$ cat src/rtl/fft_ctrl_pkg.sv
// Shared types, constants and address helpers for the 16-point radix-4 FFT sequencer.
package fft_ctrl_pkg;

    localparam int N             = 16;
    localparam int N_BFLY        = 4;
    localparam int BFLY_LAT_MIN  = 1;
    localparam int BFLY_LAT_MAX  = 7;

    typedef enum logic [2:0] {
        IDLE,
        LOAD,
        S0,
        D0,
        S1,
        D1,
        UNLOAD
    } state_t;

    // Radix-4 digit reversal of a 4-bit index: swaps the two base-4 digits.
    function automatic logic [3:0] digit_rev4(input logic [3:0] c);
        return {c[1:0], c[3:2]};
    endfunction

    // Stage 0 operand j of butterfly k lives at k + 4j.
    function automatic logic [3:0] s0_operand_addr(input logic [1:0] k, input logic [1:0] j);
        return {j, k};
    endfunction

    // Stage 1 operand j of butterfly k lives at 4k + j.
    function automatic logic [3:0] s1_operand_addr(input logic [1:0] k, input logic [1:0] j);
        return {k, j};
    endfunction

endpackage

$ cat src/rtl/fft_wb_delay.sv
// Fixed-depth delay line carrying {en, stage, idx} from butterfly issue to writeback.
module fft_wb_delay #(
    parameter int DEPTH = 2
) (
    input  logic       clk,
    input  logic       reset,
    input  logic       en_i,
    input  logic       stage_i,
    input  logic [1:0] idx_i,
    output logic       en_o,
    output logic       stage_o,
    output logic [1:0] idx_o
);

    logic [3:0] pipe_q [DEPTH];

    // Reset clears every slot so in-flight writebacks of an aborted frame vanish.
    always_ff @(posedge clk or posedge reset) begin
        if (reset) begin
            for (int i = 0; i < DEPTH; i++) begin
                pipe_q[i] <= '0;
            end
        end else begin
            pipe_q[0] <= {en_i, stage_i, idx_i};
            for (int i = 1; i < DEPTH; i++) begin
                pipe_q[i] <= pipe_q[i-1];
            end
        end
    end

    assign {en_o, stage_o, idx_o} = pipe_q[DEPTH-1];

endmodule

$ cat src/rtl/fft16_seq_ctrl.sv
// Frame sequencer for the 16-point radix-4 FFT: load, two butterfly stages, unload.
// Define FFT_CTRL_NATURAL_ORDER_EN to unload in natural (digit-reversed address) order.
module fft16_seq_ctrl
    import fft_ctrl_pkg::*;
#(
    parameter int BFLY_LAT = 2
) (
    input  logic       clk,
    input  logic       reset,
    input  logic       in_valid,
    output logic       in_ready,
    output logic       wr_en,
    output logic [3:0] wr_addr,
    output logic       bf_rd_en,
    output logic       bf_stage,
    output logic [1:0] bf_idx,
    output logic [1:0] q_flag,
    output logic       wb_en,
    output logic       wb_stage,
    output logic [1:0] wb_idx,
    output logic       out_valid,
    input  logic       out_ready,
    output logic [3:0] rd_addr,
    output logic       busy,
    output logic       frame_done
);

    localparam int LAT = (BFLY_LAT < BFLY_LAT_MIN) ? BFLY_LAT_MIN :
                         (BFLY_LAT > BFLY_LAT_MAX) ? BFLY_LAT_MAX : BFLY_LAT;
    localparam logic [3:0] LAST_SAMPLE = 4'(N - 1);
    localparam logic [3:0] LAST_BFLY   = 4'(N_BFLY - 1);
    localparam logic [3:0] LAST_DRAIN  = 4'(LAT - 1);

    state_t     state_q, state_d;
    logic [3:0] cnt_q, cnt_d;
    logic       wr_en_q, wr_en_d;
    logic [3:0] wr_addr_q, wr_addr_d;
    logic       done_q, done_d;
    logic       issuing;

    always_ff @(posedge clk or posedge reset) begin
        if (reset) begin
            state_q   <= IDLE;
            cnt_q     <= '0;
            wr_en_q   <= 1'b0;
            wr_addr_q <= '0;
            done_q    <= 1'b0;
        end else begin
            state_q   <= state_d;
            cnt_q     <= cnt_d;
            wr_en_q   <= wr_en_d;
            wr_addr_q <= wr_addr_d;
            done_q    <= done_d;
        end
    end

    // One shared counter serves every state and is zeroed on each state exit.
    always_comb begin
        state_d   = state_q;
        cnt_d     = cnt_q;
        wr_en_d   = 1'b0;
        wr_addr_d = '0;
        done_d    = 1'b0;
        case (state_q)
            IDLE: begin
                state_d = LOAD;
                cnt_d   = '0;
            end
            LOAD: begin
                if (in_valid) begin
                    wr_en_d   = 1'b1;
                    wr_addr_d = cnt_q;
                    cnt_d     = cnt_q + 4'd1;
                    if (cnt_q == LAST_SAMPLE) begin
                        state_d = S0;
                        cnt_d   = '0;
                    end
                end
            end
            S0, S1: begin
                cnt_d = cnt_q + 4'd1;
                if (cnt_q == LAST_BFLY) begin
                    state_d = (state_q == S0) ? D0 : D1;
                    cnt_d   = '0;
                end
            end
            D0, D1: begin
                cnt_d = cnt_q + 4'd1;
                if (cnt_q == LAST_DRAIN) begin
                    state_d = (state_q == D0) ? S1 : UNLOAD;
                    cnt_d   = '0;
                end
            end
            UNLOAD: begin
                if (out_ready) begin
                    cnt_d = cnt_q + 4'd1;
                    if (cnt_q == LAST_SAMPLE) begin
                        state_d = LOAD;
                        cnt_d   = '0;
                        done_d  = 1'b1;
                    end
                end
            end
            default: begin
                state_d = IDLE;
                cnt_d   = '0;
            end
        endcase
    end

    assign issuing    = (state_q == S0) || (state_q == S1);
    assign in_ready   = (state_q == LOAD);
    assign wr_en      = wr_en_q;
    assign wr_addr    = wr_addr_q;
    assign bf_rd_en   = issuing;
    assign bf_stage   = (state_q == S1);
    assign bf_idx     = issuing ? cnt_q[1:0] : 2'd0;
    assign q_flag     = (state_q == S0) ? cnt_q[1:0] : 2'd0;
    assign out_valid  = (state_q == UNLOAD);
    assign busy       = (state_q != IDLE) && (state_q != LOAD);
    assign frame_done = done_q;

`ifdef FFT_CTRL_NATURAL_ORDER_EN
    assign rd_addr = out_valid ? digit_rev4(cnt_q) : 4'd0;
`else
    assign rd_addr = out_valid ? cnt_q : 4'd0;
`endif

    fft_wb_delay #(
        .DEPTH(LAT)
    ) u_wb_delay (
        .clk     (clk),
        .reset   (reset),
        .en_i    (bf_rd_en),
        .stage_i (bf_stage),
        .idx_i   (bf_idx),
        .en_o    (wb_en),
        .stage_o (wb_stage),
        .idx_o   (wb_idx)
    );

endmodule

$ cat config.mk
export PLATFORM = sky130hd
export DESIGN_NAME = fft16_seq_ctrl
export DESIGN_NICKNAME = d
export VERILOG_FILES = /design/src/rtl/fft_ctrl_pkg.sv /design/src/rtl/fft_wb_delay.sv /design/src/rtl/fft16_seq_ctrl.sv
export SDC_FILE = /design/constraint.sdc
export NUM_CORES = 1
export LEC_CHECK = 0
export BUFFER_PORTS_ARGS = -buffer_cell sky130_fd_sc_hd__buf_2
export CAP_MARGIN = 20
export CORE_MARGIN = 4
export CORE_UTILIZATION = 40
export CTS_CLUSTER_DIAMETER = 30
export CTS_CLUSTER_SIZE = 30
export DETAILED_ROUTE_END_ITERATION = 6
export SLEW_MARGIN = 30
export SYNTH_ARGS = -nofsm -noshare
export SYNTH_HDL_FRONTEND = slang
export SYNTH_SLANG_ARGS = --single-unit
$ cat constraint.sdc
create_clock -name clk -period 5.15 [get_ports clk]
set_input_delay 0.515 -clock clk [delete_from_list [all_inputs] [get_ports clk]]
set_output_delay 0.515 -clock clk [all_outputs]
set_load 0.005 [all_outputs]
==> reports/results.tsv <==
stage	metric	value	unit
outcome	result of the run	finished clean	
sta	post-route fraction of the period consumed by the critical path	0.4229	
layout	diode count	0	
logic_synthesis	cell taking the most area after synthesis	dfrtp_1	
clocking	root cell of the clock tree	clkbuf_4	
layout	post-route standard cell area excluding fillers	0.001166	sq mm
placement	count of buffers from port buffering	26	
layout	number of inserted filler cells in the final layout	234	
sta	Finish-stage setup viols	0	
worst_setup_path	Critical R2R Capture	state_q[1]	
clocking	setup bufs post-CTS	0	
layout	area of combinational cells with multiple inputs	412.9	sq um
power	maximum vdd ir drop	292.6	uV
die	placeable core region	0.002455	sq mm
grt	wire length of the first global-routing pass	3443	um
worst_setup_path	crit path DAT	1.66	ns
power	total power after layout	0.6541	mW
clocking	TritonCTS clock tree	yes	
logic_synthesis	area fraction of the dominant cell type after synthesis	0.5160	
detailed_routing	total routed wirelength	2129	um
worst_setup_path	kind of start point of the critical path	flip-flop	
layout	top library cells by usage in the layout, fill and taps aside	buf_2, dfrtp_1, inv_1, nor2_1, and3_1	
detailed_routing	count of vias placed by the detailed router	762	
die	die height	58.46	um
worst_setup_path	register-to-register path setup slack	3.30	ns
layout	final core utilization	0.4750	
placement	Area after DPL	0.001136	sq mm
grt	via count of the first global-routing pass	746	
placement	Final HPWL DP	1545	um
logic_synthesis	Seq/Total Area, Yosys	0.5160	
hold_path	worst hold path type	in -> async	
detailed_routing	detail-routed net length per standard cell	14.78	um
die	Rows	18	
sta	RSZ-0062 raised after global routing	false	
clocking	maximum buffer depth of the clock tree	2	
worst_setup_path	FF-to-FF Start	cnt_q[0]	
worst_setup_path	Reg2Reg Depth	5	
run	number of maximum-capacitance constraint violations	0	
grt	number of antenna violations at the first check in global routing	0	
sta	number of hold violations in the final report	0	
clocking	Gates resized, CTS repair	0	
placement	post-placement worst setup slack	3.333	ns
die	IO Pins	27	
grt	maximum number of pins on one net before global-route repair	22	
detailed_routing	Via-to-Cell Ratio	5.292	
sta	Max Slew Vio Count	0	
layout	commonest non-fill, non-tap cell in the layout	buf_2	
layout	final net count	121	
clocking	TritonCTS sink count	21	
logic_synthesis	fraction of registers with async set or reset after synthesis	1.000	
layout	relative area change from synthesis to final layout	14.50	%
worst_setup_path	end of the critical path	bf_idx[0]	
logic_synthesis	synth top area cells	dfrtp_1, and3_1, inv_1, nor2_1, nor4b_1	
detailed_routing	remaining design rule violation count	0	
sta	post-route clock skew	0.002552	ns
die	die area	0.003418	sq mm
logic_synthesis	Synthesized Nets	96	
sta	Max Clock Freq	459.2	MHz
worst_setup_path	start-to-end type of the worst setup path	reg -> out	
sta	Max-slew headroom	0.4782	
layout	ratio of cells with drive above 1 in the final layout	0.3684	
sta	Worst-Margin Slew	0.7819	ns
detailed_routing	DRT iter0 DRCs	14	
sta	post-route setup slack	2.972	ns
clocking	# hold bufs at CTS	0	
grt	combined global-route utilization of all metal layers	0.1344	
logic_synthesis	cell area after synthesis	0.001018	sq mm
logic_synthesis	Synth Warn #	0	
die	horizontal die dimension	58.46	um
power	Leak Pwr	0.6271	nW
placement	final weighted congestion in routability-driven placement	0.7517	
worst_setup_path	critical-path maximum fanout	13	
clocking	clock input transition at the sequential cells of the worst setup and hold paths	0.13	ns
die	initial standard-cell utilization of the core	0.4149	
clocking	H-tree levels	1	
clocking	clock buffers created by TritonCTS	3	
logic_synthesis	flip-flop cell with the highest count after synthesis	dfrtp_1	
logic_synthesis	register bit total from synthesis	21	
logic_synthesis	Cells after Synth	90	
logic_synthesis	Avg Inst Size Synth	11.32	sq um
logic_synthesis	count of distinct cell types in the synthesized netlist	38	
grt	global route overflow	0	
sta	final critical path time including I/O delays and setup	2.178	ns
worst_setup_path	Required @ worst endpoint	4.64	ns
clocking	clock insertion delay at the later pin of the skew report	0.31	ns
sta	setup TNS after final layout	0	ns
detailed_routing	remaining antenna violation count	0	
worst_setup_path	type of element capturing the critical path	output pin	
layout	register area	525.5	sq um
logic_synthesis	number of synthesized flops with an enable pin	0	
power	power density over the cells	560.9	mW/mm^2
detailed_routing	number of iterations in the first detailed-routing pass	4	
worst_setup_path	startpoint of the most critical setup path	state_q[2]	
[report_power, final]
part	total (mW)	switching, mW	internal [mW]	leakage (nW)
combinational	0.284	0.150	0.134	0.334
sequential	0.286	0.0697	0.216	0.279
clock	0.0844	0.0548	0.0297	0.0139
[flip-flops by register name, indices dropped and copies added, names as in the netlist]
signal and count:
cnt_q 4, u_wb_delay.pipe_q 4, wr_addr 4, state_q 3, u_wb_delay.idx_o 2, frame_done 1, u_wb_delay.en_o 1, u_wb_delay.stage_o 1
wr_en 1
[metal layers]
| metal | vias up | track usage | routed length (um) |
|---|---|---|---|
| met1 | 363 | 0.1602 | 952 |
| met4 | 0 | 0.07947 | 53 |
| li1 | 363 | - | - |
| met3 | 5 | 0.02412 | 134 |
| met5 | - | 0 | 0 |
| met2 | 31 | 0.2249 | 987 |
[worst min-delay path by stage]
stage / to / slack, ns / depth (start not counted)
6_report: u_wb_delay.en_o / 0.32 / 2
5_1_grt: u_wb_delay.idx_o[1] / 0.37 / 0
4_1_cts: u_wb_delay.idx_o[0] / 0.34 / 2
3_5_place_dp: u_wb_delay.idx_o[1] / 0.34 / 0
3_3_place_gp: u_wb_delay.stage_o / 0.33 / 0
2_1_floorplan: u_wb_delay.en_o / 0.33 / 0
[worst max-delay path, cell delays in order (launching register included)]
cell	delay [ns]
dfrtp_1	0.55
xnor2_1	0.37
nor2_1	0.11
and2_1	0.19
buf_2	0.12
[per-stage QoR]
stage,cells,hold slack (ns)
floorplan,90,0.3312
global placement,140,0.3323
detailed placement,140,0.3355
CTS,144,0.3433
global route,144,0.3706
finish,144,0.3219
[cell usage after synthesis (2+ instances only)]
master,number
and3_1,7
ha_1,2
and3_2,2
nor2_1,7
and2_1,2
a21oi_1,4
buf_4,3
nor3_2,2
xnor2_1,3
buf_6,2
dfrtp_1,21
nor4b_1,3
inv_1,7
[kinds of logic (layout without fill, tap and decap cells)]
group,after synthesis,in the layout,share of synthesized area
multiplexers,1,1,0.009828
adder cells (fa/ha/maj),2,2,0.02457
buffers and inverters,14,38,0.07862
AND/OR/NAND/NOR,34,34,0.2396
XOR/XNOR,3,3,0.02580
flip-flops,21,21,0.5160
AO/OA/AOI/OAI,15,15,0.1057
[layout make-up]
cell class                      instances  share of cell area
Timing Repair Buffer                   26              0.1116
Multi-Input combinational cell         55              0.3541
Inverter                                8             0.02575
Clock inverter                          1            0.006438
Sequential cell                        21              0.4506
Clock buffer                            3             0.01931
Tap cell                               30             0.03219
Power figures use the tool's default switching activity.
